--- src/rtl/inv_delay_meas_ctrl_if.sv ---
`default_nettype none
// ---------------------------------------------------------------------------
// Module  : inv_delay_meas_ctrl_if
// Brief   : Control/status and chain-macro signals of the delay sequencer.
//           slave  = the sequencer itself.
//           master = register bank plus chain macro (bench side).
// Revision: 1.0 - initial release
// ---------------------------------------------------------------------------
interface inv_delay_meas_ctrl_if #(
  parameter int CNT_W = 12
);
  logic             start;
  logic             chain_out;
  logic             launch;
  logic             busy;
  logic             done;
  logic             timeout_err;
  logic [CNT_W-1:0] delay_last;
  logic [CNT_W-1:0] delay_avg;

  modport master (
    output start, chain_out,
    input  launch, busy, done, timeout_err, delay_last, delay_avg
  );

  modport slave (
    input  start, chain_out,
    output launch, busy, done, timeout_err, delay_last, delay_avg
  );
endinterface
`default_nettype wire

--- src/rtl/inv_delay_meas_ctrl.sv ---
`default_nettype none
// ---------------------------------------------------------------------------
// Module  : inv_delay_meas_ctrl
// Brief   : Inverter-chain propagation-delay sequencer. Precharges the chain,
//           fires a falling edge, counts CLK cycles until the synchronised
//           chain output rises, and averages 2^AVG_LOG2 measurements.
// Revision: 1.0 - initial release
// ---------------------------------------------------------------------------
module inv_delay_meas_ctrl #(
  parameter int CNT_W    = 12,
  parameter int AVG_LOG2 = 3,
  parameter int SETTLE   = 16,
  parameter int TIMEOUT  = 4095
) (
  input wire logic             CLK,
  input wire logic             RESET_B,
  inv_delay_meas_ctrl_if.slave bus
);

  localparam logic [2:0] ST_IDLE = 3'd0;
  localparam logic [2:0] ST_PRE  = 3'd1;
  localparam logic [2:0] ST_FIRE = 3'd2;
  localparam logic [2:0] ST_WAIT = 3'd3;
  localparam logic [2:0] ST_ACC  = 3'd4;
  localparam logic [2:0] ST_END  = 3'd5;

  localparam int               ACC_W       = CNT_W + AVG_LOG2;
  localparam logic [CNT_W-1:0] SETTLE_LAST = CNT_W'(SETTLE - 1);
  localparam logic [CNT_W-1:0] TIMEOUT_CNT = CNT_W'(TIMEOUT);
  // Two-flop synchroniser latency, removed from every raw count.
  localparam logic [CNT_W-1:0] SYNC_LAT    = CNT_W'(2);
  localparam logic [AVG_LOG2:0] LAST_IDX   = (AVG_LOG2 + 1)'((1 << AVG_LOG2) - 1);

  logic [2:0]        r_state;
  logic [1:0]        r_sync;
  logic [CNT_W-1:0]  r_cnt;
  logic [ACC_W-1:0]  r_acc;
  logic [AVG_LOG2:0] r_idx;
  logic              r_launch;
  logic              r_busy;
  logic              r_done;
  logic              r_terr;
  logic [CNT_W-1:0]  r_delay_last;
  logic [CNT_W-1:0]  r_delay_avg;

  logic              w_out_s;
  logic [CNT_W-1:0]  w_cnt_inc;
  logic [CNT_W-1:0]  w_delay;
  logic [ACC_W-1:0]  w_acc_sum;
  logic [CNT_W-1:0]  w_avg;

  assign w_out_s   = r_sync[1];
  assign w_cnt_inc = r_cnt + CNT_W'(1);
  // Counts at or below the synchroniser latency clamp to zero delay.
  assign w_delay   = (r_cnt > SYNC_LAT) ? (r_cnt - SYNC_LAT) : '0;
  assign w_acc_sum = r_acc + ACC_W'(w_delay);
  // Truncating divide by 2^AVG_LOG2.
  assign w_avg     = r_acc[ACC_W-1:AVG_LOG2];

  // Bring the asynchronous chain output into the CLK domain.
  always_ff @(posedge CLK or negedge RESET_B) begin
    if (!RESET_B) r_sync <= '0;
    else          r_sync <= {r_sync[0], bus.chain_out};
  end

  // Measurement sequencer: precharge, fire, count, accumulate, report.
  always_ff @(posedge CLK or negedge RESET_B) begin
    if (!RESET_B) begin
      r_state      <= ST_IDLE;
      r_cnt        <= '0;
      r_acc        <= '0;
      r_idx        <= '0;
      r_launch     <= 1'b0;
      r_busy       <= 1'b0;
      r_done       <= 1'b0;
      r_terr       <= 1'b0;
      r_delay_last <= '0;
      r_delay_avg  <= '0;
    end else begin
      r_done <= 1'b0;
      case (r_state)
        ST_IDLE: begin
          r_launch <= 1'b0;
          if (bus.start) begin
            r_state  <= ST_PRE;
            r_launch <= 1'b1;
            r_busy   <= 1'b1;
            r_terr   <= 1'b0;
            r_acc    <= '0;
            r_idx    <= '0;
            r_cnt    <= '0;
          end
        end
        ST_PRE: begin
          if (r_cnt == SETTLE_LAST) begin
            if (!w_out_s) begin
              r_state  <= ST_FIRE;
              r_launch <= 1'b0;
            end else begin
              // Chain output did not precharge low: abort without firing.
              r_terr  <= 1'b1;
              r_done  <= 1'b1;
              r_state <= ST_END;
            end
          end else begin
            r_cnt <= w_cnt_inc;
          end
        end
        ST_FIRE: begin
          r_cnt   <= '0;
          r_state <= ST_WAIT;
        end
        ST_WAIT: begin
          r_cnt <= w_cnt_inc;
          if (w_out_s) begin
            r_state <= ST_ACC;
          end else if (w_cnt_inc == TIMEOUT_CNT) begin
            r_terr  <= 1'b1;
            r_done  <= 1'b1;
            r_state <= ST_END;
          end
        end
        ST_ACC: begin
          r_delay_last <= w_delay;
          r_acc        <= w_acc_sum;
          r_idx        <= r_idx + (AVG_LOG2 + 1)'(1);
          if (r_idx == LAST_IDX) begin
            r_done  <= 1'b1;
            r_state <= ST_END;
          end else begin
            r_launch <= 1'b1;
            r_cnt    <= '0;
            r_state  <= ST_PRE;
          end
        end
        ST_END: begin
          r_busy   <= 1'b0;
          r_launch <= 1'b0;
          if (!r_terr) r_delay_avg <= w_avg;
          r_state  <= ST_IDLE;
        end
        default: begin
          r_busy   <= 1'b0;
          r_launch <= 1'b0;
          r_state  <= ST_IDLE;
        end
      endcase
    end
  end

  assign bus.launch      = r_launch;
  assign bus.busy        = r_busy;
  assign bus.done        = r_done;
  assign bus.timeout_err = r_terr;
  assign bus.delay_last  = r_delay_last;
  assign bus.delay_avg   = r_delay_avg;

endmodule
`default_nettype wire

--- src/flat_wrapper.sv ---
// flat-port wrapper written by rule: the top's interface ports become plain ports
module inv_delay_meas_ctrl_flat 
#(
  parameter int CNT_W    = 12,
  parameter int AVG_LOG2 = 3,
  parameter int SETTLE   = 16,
  parameter int TIMEOUT  = 4095
)
  (CLK, RESET_B, bus_start, bus_chain_out, bus_launch, bus_busy, bus_done, bus_timeout_err, bus_delay_last, bus_delay_avg);
  inv_delay_meas_ctrl_if #(.CNT_W(CNT_W)) bus_i ();
  input wire logic CLK;
  input wire logic RESET_B;
  input wire logic [$bits(bus_i.start)-1:0] bus_start;
  input wire logic [$bits(bus_i.chain_out)-1:0] bus_chain_out;
  output wire logic [$bits(bus_i.launch)-1:0] bus_launch;
  output wire logic [$bits(bus_i.busy)-1:0] bus_busy;
  output wire logic [$bits(bus_i.done)-1:0] bus_done;
  output wire logic [$bits(bus_i.timeout_err)-1:0] bus_timeout_err;
  output wire logic [$bits(bus_i.delay_last)-1:0] bus_delay_last;
  output wire logic [$bits(bus_i.delay_avg)-1:0] bus_delay_avg;
  assign bus_i.start = bus_start;
  assign bus_i.chain_out = bus_chain_out;
  assign bus_launch = bus_i.launch;
  assign bus_busy = bus_i.busy;
  assign bus_done = bus_i.done;
  assign bus_timeout_err = bus_i.timeout_err;
  assign bus_delay_last = bus_i.delay_last;
  assign bus_delay_avg = bus_i.delay_avg;
  inv_delay_meas_ctrl #(.CNT_W(CNT_W), .AVG_LOG2(AVG_LOG2), .SETTLE(SETTLE), .TIMEOUT(TIMEOUT)) u_core (.CLK(CLK), .RESET_B(RESET_B), .bus(bus_i));
endmodule
--- config.mk ---
export PLATFORM = sky130hd
export DESIGN_NAME = inv_delay_meas_ctrl_flat
export DESIGN_NICKNAME = d
export VERILOG_FILES = /design/src/rtl/inv_delay_meas_ctrl_if.sv /design/src/rtl/inv_delay_meas_ctrl.sv /design/src/flat_wrapper.sv
export SDC_FILE = /design/constraint.sdc
export NUM_CORES = 1
export LEC_CHECK = 0
export BUFFER_PORTS_ARGS = -buffer_cell sky130_fd_sc_hd__buf_4
export CORE_UTILIZATION = 60
export CTS_CLUSTER_DIAMETER = 80
export DETAILED_ROUTE_END_ITERATION = 6
export GPL_ROUTABILITY_DRIVEN = 0
export PLACE_DENSITY_LB_ADDON = 0.25
export SKIP_CTS_REPAIR_TIMING = 1
export SLEW_MARGIN = 15
export SYNTH_ARGS = -nofsm -noshare
export SYNTH_HDL_FRONTEND = slang
export SYNTH_SLANG_ARGS = --single-unit
--- constraint.sdc ---
create_clock -name CLK -period 4.47 [get_ports CLK]
set_clock_uncertainty 0.2 [all_clocks]
set_input_delay 0.6705 -clock CLK [delete_from_list [all_inputs] [get_ports CLK]]
set_output_delay 0.6705 -clock CLK [all_outputs]
set_load 0.005 [all_outputs]
==> impl_metrics.toml, run 1 <==
[sta]
setup_viol = 0
hold_ws_ns = 0.151
tightest_slew_ns = 0.845
fin_crit_sh = 0.843
max_freq_ghz = 0.265
relSlewSlack = 0.433
setup_ws_ns = 0.700
rsz0062_at_grt = "false"
slew_violations = 0
hold_viol_final = 0
min_period_ns = 3.77
finalSetupTns_ns = 0

[cells_and_area]
drive_gt1_frac = 0.155
antenna_cells = 0
post-route-util = 0.691
mostFrequentLayoutCell = "nand2_1"
fin_cells = 506
syn2layout_area_growth_pct = 11.1
num-nets-final = 450
fill_cells = 476
stdcell_area_um2 = 4120
final_cell_mix = "nand2_1, dfrtp_1, buf_4, o21ai_0, nor2_1"

[clock_tree]
root_buffer = "clkbuf_8"
clk_transition_reported_paths_ns = 0.07
clk_latency_ns = 0.34
cts_tree = "built"
numCtsBuffers = 9
cts_htree_levels = 3
cts_sinks = 64
clockBufferDepth = 2

[die]
chipHeight_um = 80.6
die-area_um2 = 6490
coreArea_um2 = 5960
die_w_um = 80.6
start_util = 0.622
ios = 32
rows = 28

[logic_synthesis]
seq_area_frac_synth = 0.432
synthFlopType = "dfrtp_1"
synth_fp_nets = 427
ys_types = 49
syn_inst = 404
synth-edff-count = 0
synth_area_um2 = 3710
ys_ff_latch = 64
syn_avg_cell_area_um2 = 9.17
yosys_warnings = 0
async_flop_share = 1.00

[pwr]
p_leak_nw = 1.96
p_seq_frac = 0.336
p_sw_frac = 0.428
clock_power_share = 0.181
finalPower_mw = 2.68
p_sw_mw = 1.15
p_int_mw = 1.53
ir_drop_mv = 0.315
p_comb_frac = 0.482
p_per_area_nw_per_um2 = 652

[setup_path]
worstSetupEndpointType = "flip-flop"
required_ns = 4.53
worstSetupStartpointType = "flip-flop"
cp_max_fo = 11
critical_path_class = "reg -> reg"
worstPathArrival_ns = 3.84

[drt]
drc_errors = 0
vias_per_cell = 6.14
wirelength_um = 8180
final_antenna_net_count = 0
wl_per_cell_um = 16.2
dr.pass1.iters = 4
drtIter0Drc = 322
vias = 3106

[status]
status = "finished, final reports clean"

[min_path]
worstHoldPathType = "reg -> reg"

[flow_run]
max_cap_violations = 0

[place]
dp_slack_ns = 0.771
placed_cells = 491
portBuffers = 31
place_area_um2 = 3930
hpwl_um = 5710

[global_route]
grt_pass1_wl_um = 13600
grt_overflow = 0
antenna_found_initial = 0
grt_use_total = 0.279
grt_max_degree = 65
grt_pass1_vias = 2850
## cell families after synthesis
kind of cell | synth area share
buffers and inverters | 0.0408
AOI/OAI and AO/OA | 0.159
DFF | 0.432
muxes | 0.0503
adders and majority gates | 0.0662
xor gates and xnor gates | 0.0425
and+or+nand+nor | 0.209
## path summary, 6_finish.rpt
check	from	to	slack (ns)	cells after the start
setup / recovery	u_core.r_cnt[4]	u_core.r_acc[14]	0.70	13
min in group asynchronous	RESET_B	u_core.r_cnt[10]	0.23	1
max in group asynchronous	RESET_B	u_core.r_acc[4]	3.32	1
hold reg to reg	u_core.r_sync[0]	u_core.r_sync[1]	0.15	0
setup reg to reg	u_core.r_cnt[4]	u_core.r_acc[14]	0.70	13
hold / removal	u_core.r_sync[0]	u_core.r_sync[1]	0.15	0
## synthesized netlist by cell type (all sizes together) (6+ instances only)
master,n,area (um2)
nor3,17,96.4
mux2,13,146
dfrtp,64,1600
xnor2,10,87.6
nand4,6,43.8
nand3,18,90.1
buf,13,91.3
a21oi,17,85.1
ha,18,225
inv,7,26.3
xor2,8,70.1
clkbuf,9,33.8
o31ai,14,105
nand2,73,274
nor2,29,109
o21ai,34,170
## registers in the layout, indices dropped and copies added, names as in the netlist
register,flops
u_core.r_acc,15
u_core.bus.delay_avg,12
u_core.bus.delay_last,12
u_core.r_cnt,12
u_core.r_idx,4
u_core.r_state,3
u_core.r_sync,2
u_core.bus.busy,1
u_core.bus.done,1
u_core.bus.launch,1
u_core.bus.timeout_err,1
## layout make-up
class,count,area [um2],area share
multi-input cells,311,1950,0.474
clock buffers,12,145,0.0352
flip-flops and latches,64,1600,0.389
clock inverters,3,42.5,0.0103
well taps,75,93.8,0.0228
repair buffers,34,255,0.0620
inverters,7,26.3,0.00638
## critical path, cell delays in order (launching register included)
cell      delay [ns]
dfrtp_1         0.52
nor2_1          0.18
nand2_1         0.09
nor3_1          0.37
o2111a_1        0.29
nor2_1          0.06
ha_1            0.21
fa_1            0.44
a211oi_1        0.33
o21bai_1        0.14
a21oi_1         0.34
nor4_1          0.09
nor3_1          0.24
mux2i_1         0.20
## power by group through the flow
| stage | Sequential [mW] | Combinational, mW | Clock, mW |
|---|---|---|---|
| 6_report | 0.903 | 1.29 | 0.486 |
| 5_1_grt | 0.927 | 1.45 | 0.519 |
| 4_1_cts | 0.901 | 1.28 | 0.494 |
| 3_5_place_dp | 0.909 | 1.28 | 0 |
| 3_3_place_gp | 0.901 | 1.21 | 0 |
| 2_1_floorplan | 0.850 | 0.958 | 0 |
## metal layers
layer	vias up	track usage	wire length [um]
met5	-	0	0
met4	0	0.120	184
met3	21	0.0682	433
met2	107	0.431	3840
met1	1489	0.372	3720
li1	1489	-	-
(Power assumes the default switching activity.)
==> run 2, diff against run 1 <==
Settings changed: CORE_UTILIZATION 60 to 54.
Clock period 4.47 ns to 3.2 ns, I/O delays scaled along.
==> run 2 against run 1 <==
Compared with the run above: the flow now finishes with violations (design-rule violations); first-iteration DRC count down 10%; cell count grew 6.1%; wire length grew 11%; hold slack worse by 0.12 ns; worst setup slack lost 0.67 ns; register-to-register slack lost 0.67 ns; cell area increased by 9.4%; combinational power rose by 70%; critical path type unchanged; critical endpoint unchanged; highest routed layer unchanged.
==> impl_metrics.toml, run 2 (same netlist as run 1, synthesis figures left out) <==
[status]
status = "complete, but fails checks"
violations = "design-rule violations"

[place]
hpwl_um = 6140
portBuffers = 31
place_area_um2 = 4120
placed_cells = 513

[die]
start_util = 0.571
ios = 32
die_w_um = 84.8
chipHeight_um = 84.8
coreArea_um2 = 6490
rows = 29
die-area_um2 = 7200

[sta]
tightest_slew_ns = 0.818
setup_viol = 0
max_freq_ghz = 0.316
min_period_ns = 3.17
slew_violations = 0
finalSetupTns_ns = 0
fin_crit_sh = 0.990
rsz0062_at_grt = "true"
relSlewSlack = 0.455
hold_viol_final = 0

[drt]
final_antenna_net_count = 0
dr.pass1.iters = 7
wl_per_cell_um = 16.8
wirelength_um = 9040
vias = 3230
vias_per_cell = 6.01
drc_errors = 5
drtIter0Drc = 289

[global_route]
antenna_found_initial = 0
use_met3 = 0.0467
use_met2 = 0.428
grt_use_total = 0.265
grt_pass1_wl_um = 14800
grt_overflow = 0
grt-busiest-layer = "met2"
grt_max_degree = 65
grt_pass1_vias = 3105
use_met1 = 0.340

[cells_and_area]
drive_gt1_frac = 0.267
regArea_um2 = 1600
num-nets-final = 478
largest_reg_flops = 15
multiInputGateArea_um2 = 2100
fill_cells = 497
stdcell_area_um2 = 4510
mostFrequentLayoutCell = "nand2_1"
max_flop_register = "u_core.r_acc"
fin_cells = 537
antenna_cells = 0
syn2layout_area_growth_pct = 21.6
final_cell_mix = "nand2_1, dfrtp_1, buf_4, o21ai_0, nor2_1"

[clock_tree]
clockBufferDepth = 2
clk_latency_ns = 0.36
cts_tree = "built"
clk_transition_reported_paths_ns = 0.08
numCtsBuffers = 9
cts_sinks = 64
cts_htree_levels = 3
root_buffer = "clkbuf_8"

[pwr]
p_per_area_nw_per_um2 = 922
p_leak_nw = 2.13
finalPower_mw = 4.15
ir_drop_mv = 0.544

[setup_path]
worstPathArrival_ns = 3.25
worstSetupEndpointType = "flip-flop"
critical_path_class = "reg -> reg"
required_ns = 3.28
worstSetupStartpointType = "flip-flop"
cp_max_fo = 4

[min_path]
worstHoldPathType = "in -> async"

[flow_run]
max_cap_violations = 0
-- run 2: changes by cell type in the layout (fill, tap and decap cells not counted), sizes merged --
cell and delta:
buf +28, clkinv +3, clkbuf -2
-- run 2: layer usage --
metal,part of all wire,vias to the layer above,wire [um]
met5,0,-,0
met4,0.025,0,228
met3,0.047,24,426
met2,0.47,132,4280
met1,0.45,1537,4110
li1,-,1537,-
-- run 2: final cells by class --
class | instances | area share
Inverter | 7 | 0.00583
Clock buffer | 10 | 0.0305
Sequential cell | 64 | 0.356
Timing Repair Buffer | 62 | 0.104
Multi-Input combinational cell | 311 | 0.467
Clock inverter | 6 | 0.0153
Tap cell | 77 | 0.0214
-- run 2: where the power goes --
group | internal [mW] | switching [mW]
Sequential | 1.04 | 0.204
Combinational | 0.968 | 1.22
Clock | 0.383 | 0.342
Total | 2.39 | 1.77
-- run 2: path summary, 6_finish.rpt --
path,start,to,slack [ns],cells past startpoint
worst max-delay path,u_core.r_cnt[7],u_core.r_acc[14],0.03,13
worst min-delay path,RESET_B,u_core.r_cnt[8],0.03,1
worst max register to register,u_core.r_cnt[7],u_core.r_acc[14],0.03,13
worst min register to register,u_core.r_sync[0],u_core.r_sync[1],0.16,0
max in group asynchronous,RESET_B,u_core.r_cnt[1],2.20,1
min in group CLK,bus_chain_out,u_core.r_sync[0],0.03,1
-- run 2: critical path, cell delays in order, from the launching register on --
cell,delay (ns)
dfrtp_1,0.41
nor2_4,0.15
nand2_4,0.07
nor3_4,0.13
o2111a_2,0.29
nor2_4,0.06
ha_4,0.16
fa_2,0.37
a211oi_2,0.26
o21bai_1,0.16
a21oi_2,0.28
nor4_1,0.08
nor3_1,0.27
mux2i_1,0.21
-- run 2: through the flow --
| stage | hold WS (ns) | util | worst slack (ns) |
|---|---|---|---|
| floorplan | -0.0156 | - | 0.000227 |
| global placement | 0.134 | 0.634 | 0.105 |
| detailed placement | 0.150 | 0.634 | -0.0938 |
| CTS | 0.0248 | 0.666 | -0.243 |
| global route | 0.0288 | 0.694 | -0.0354 |
| finish | 0.0267 | 0.694 | 0.0329 |
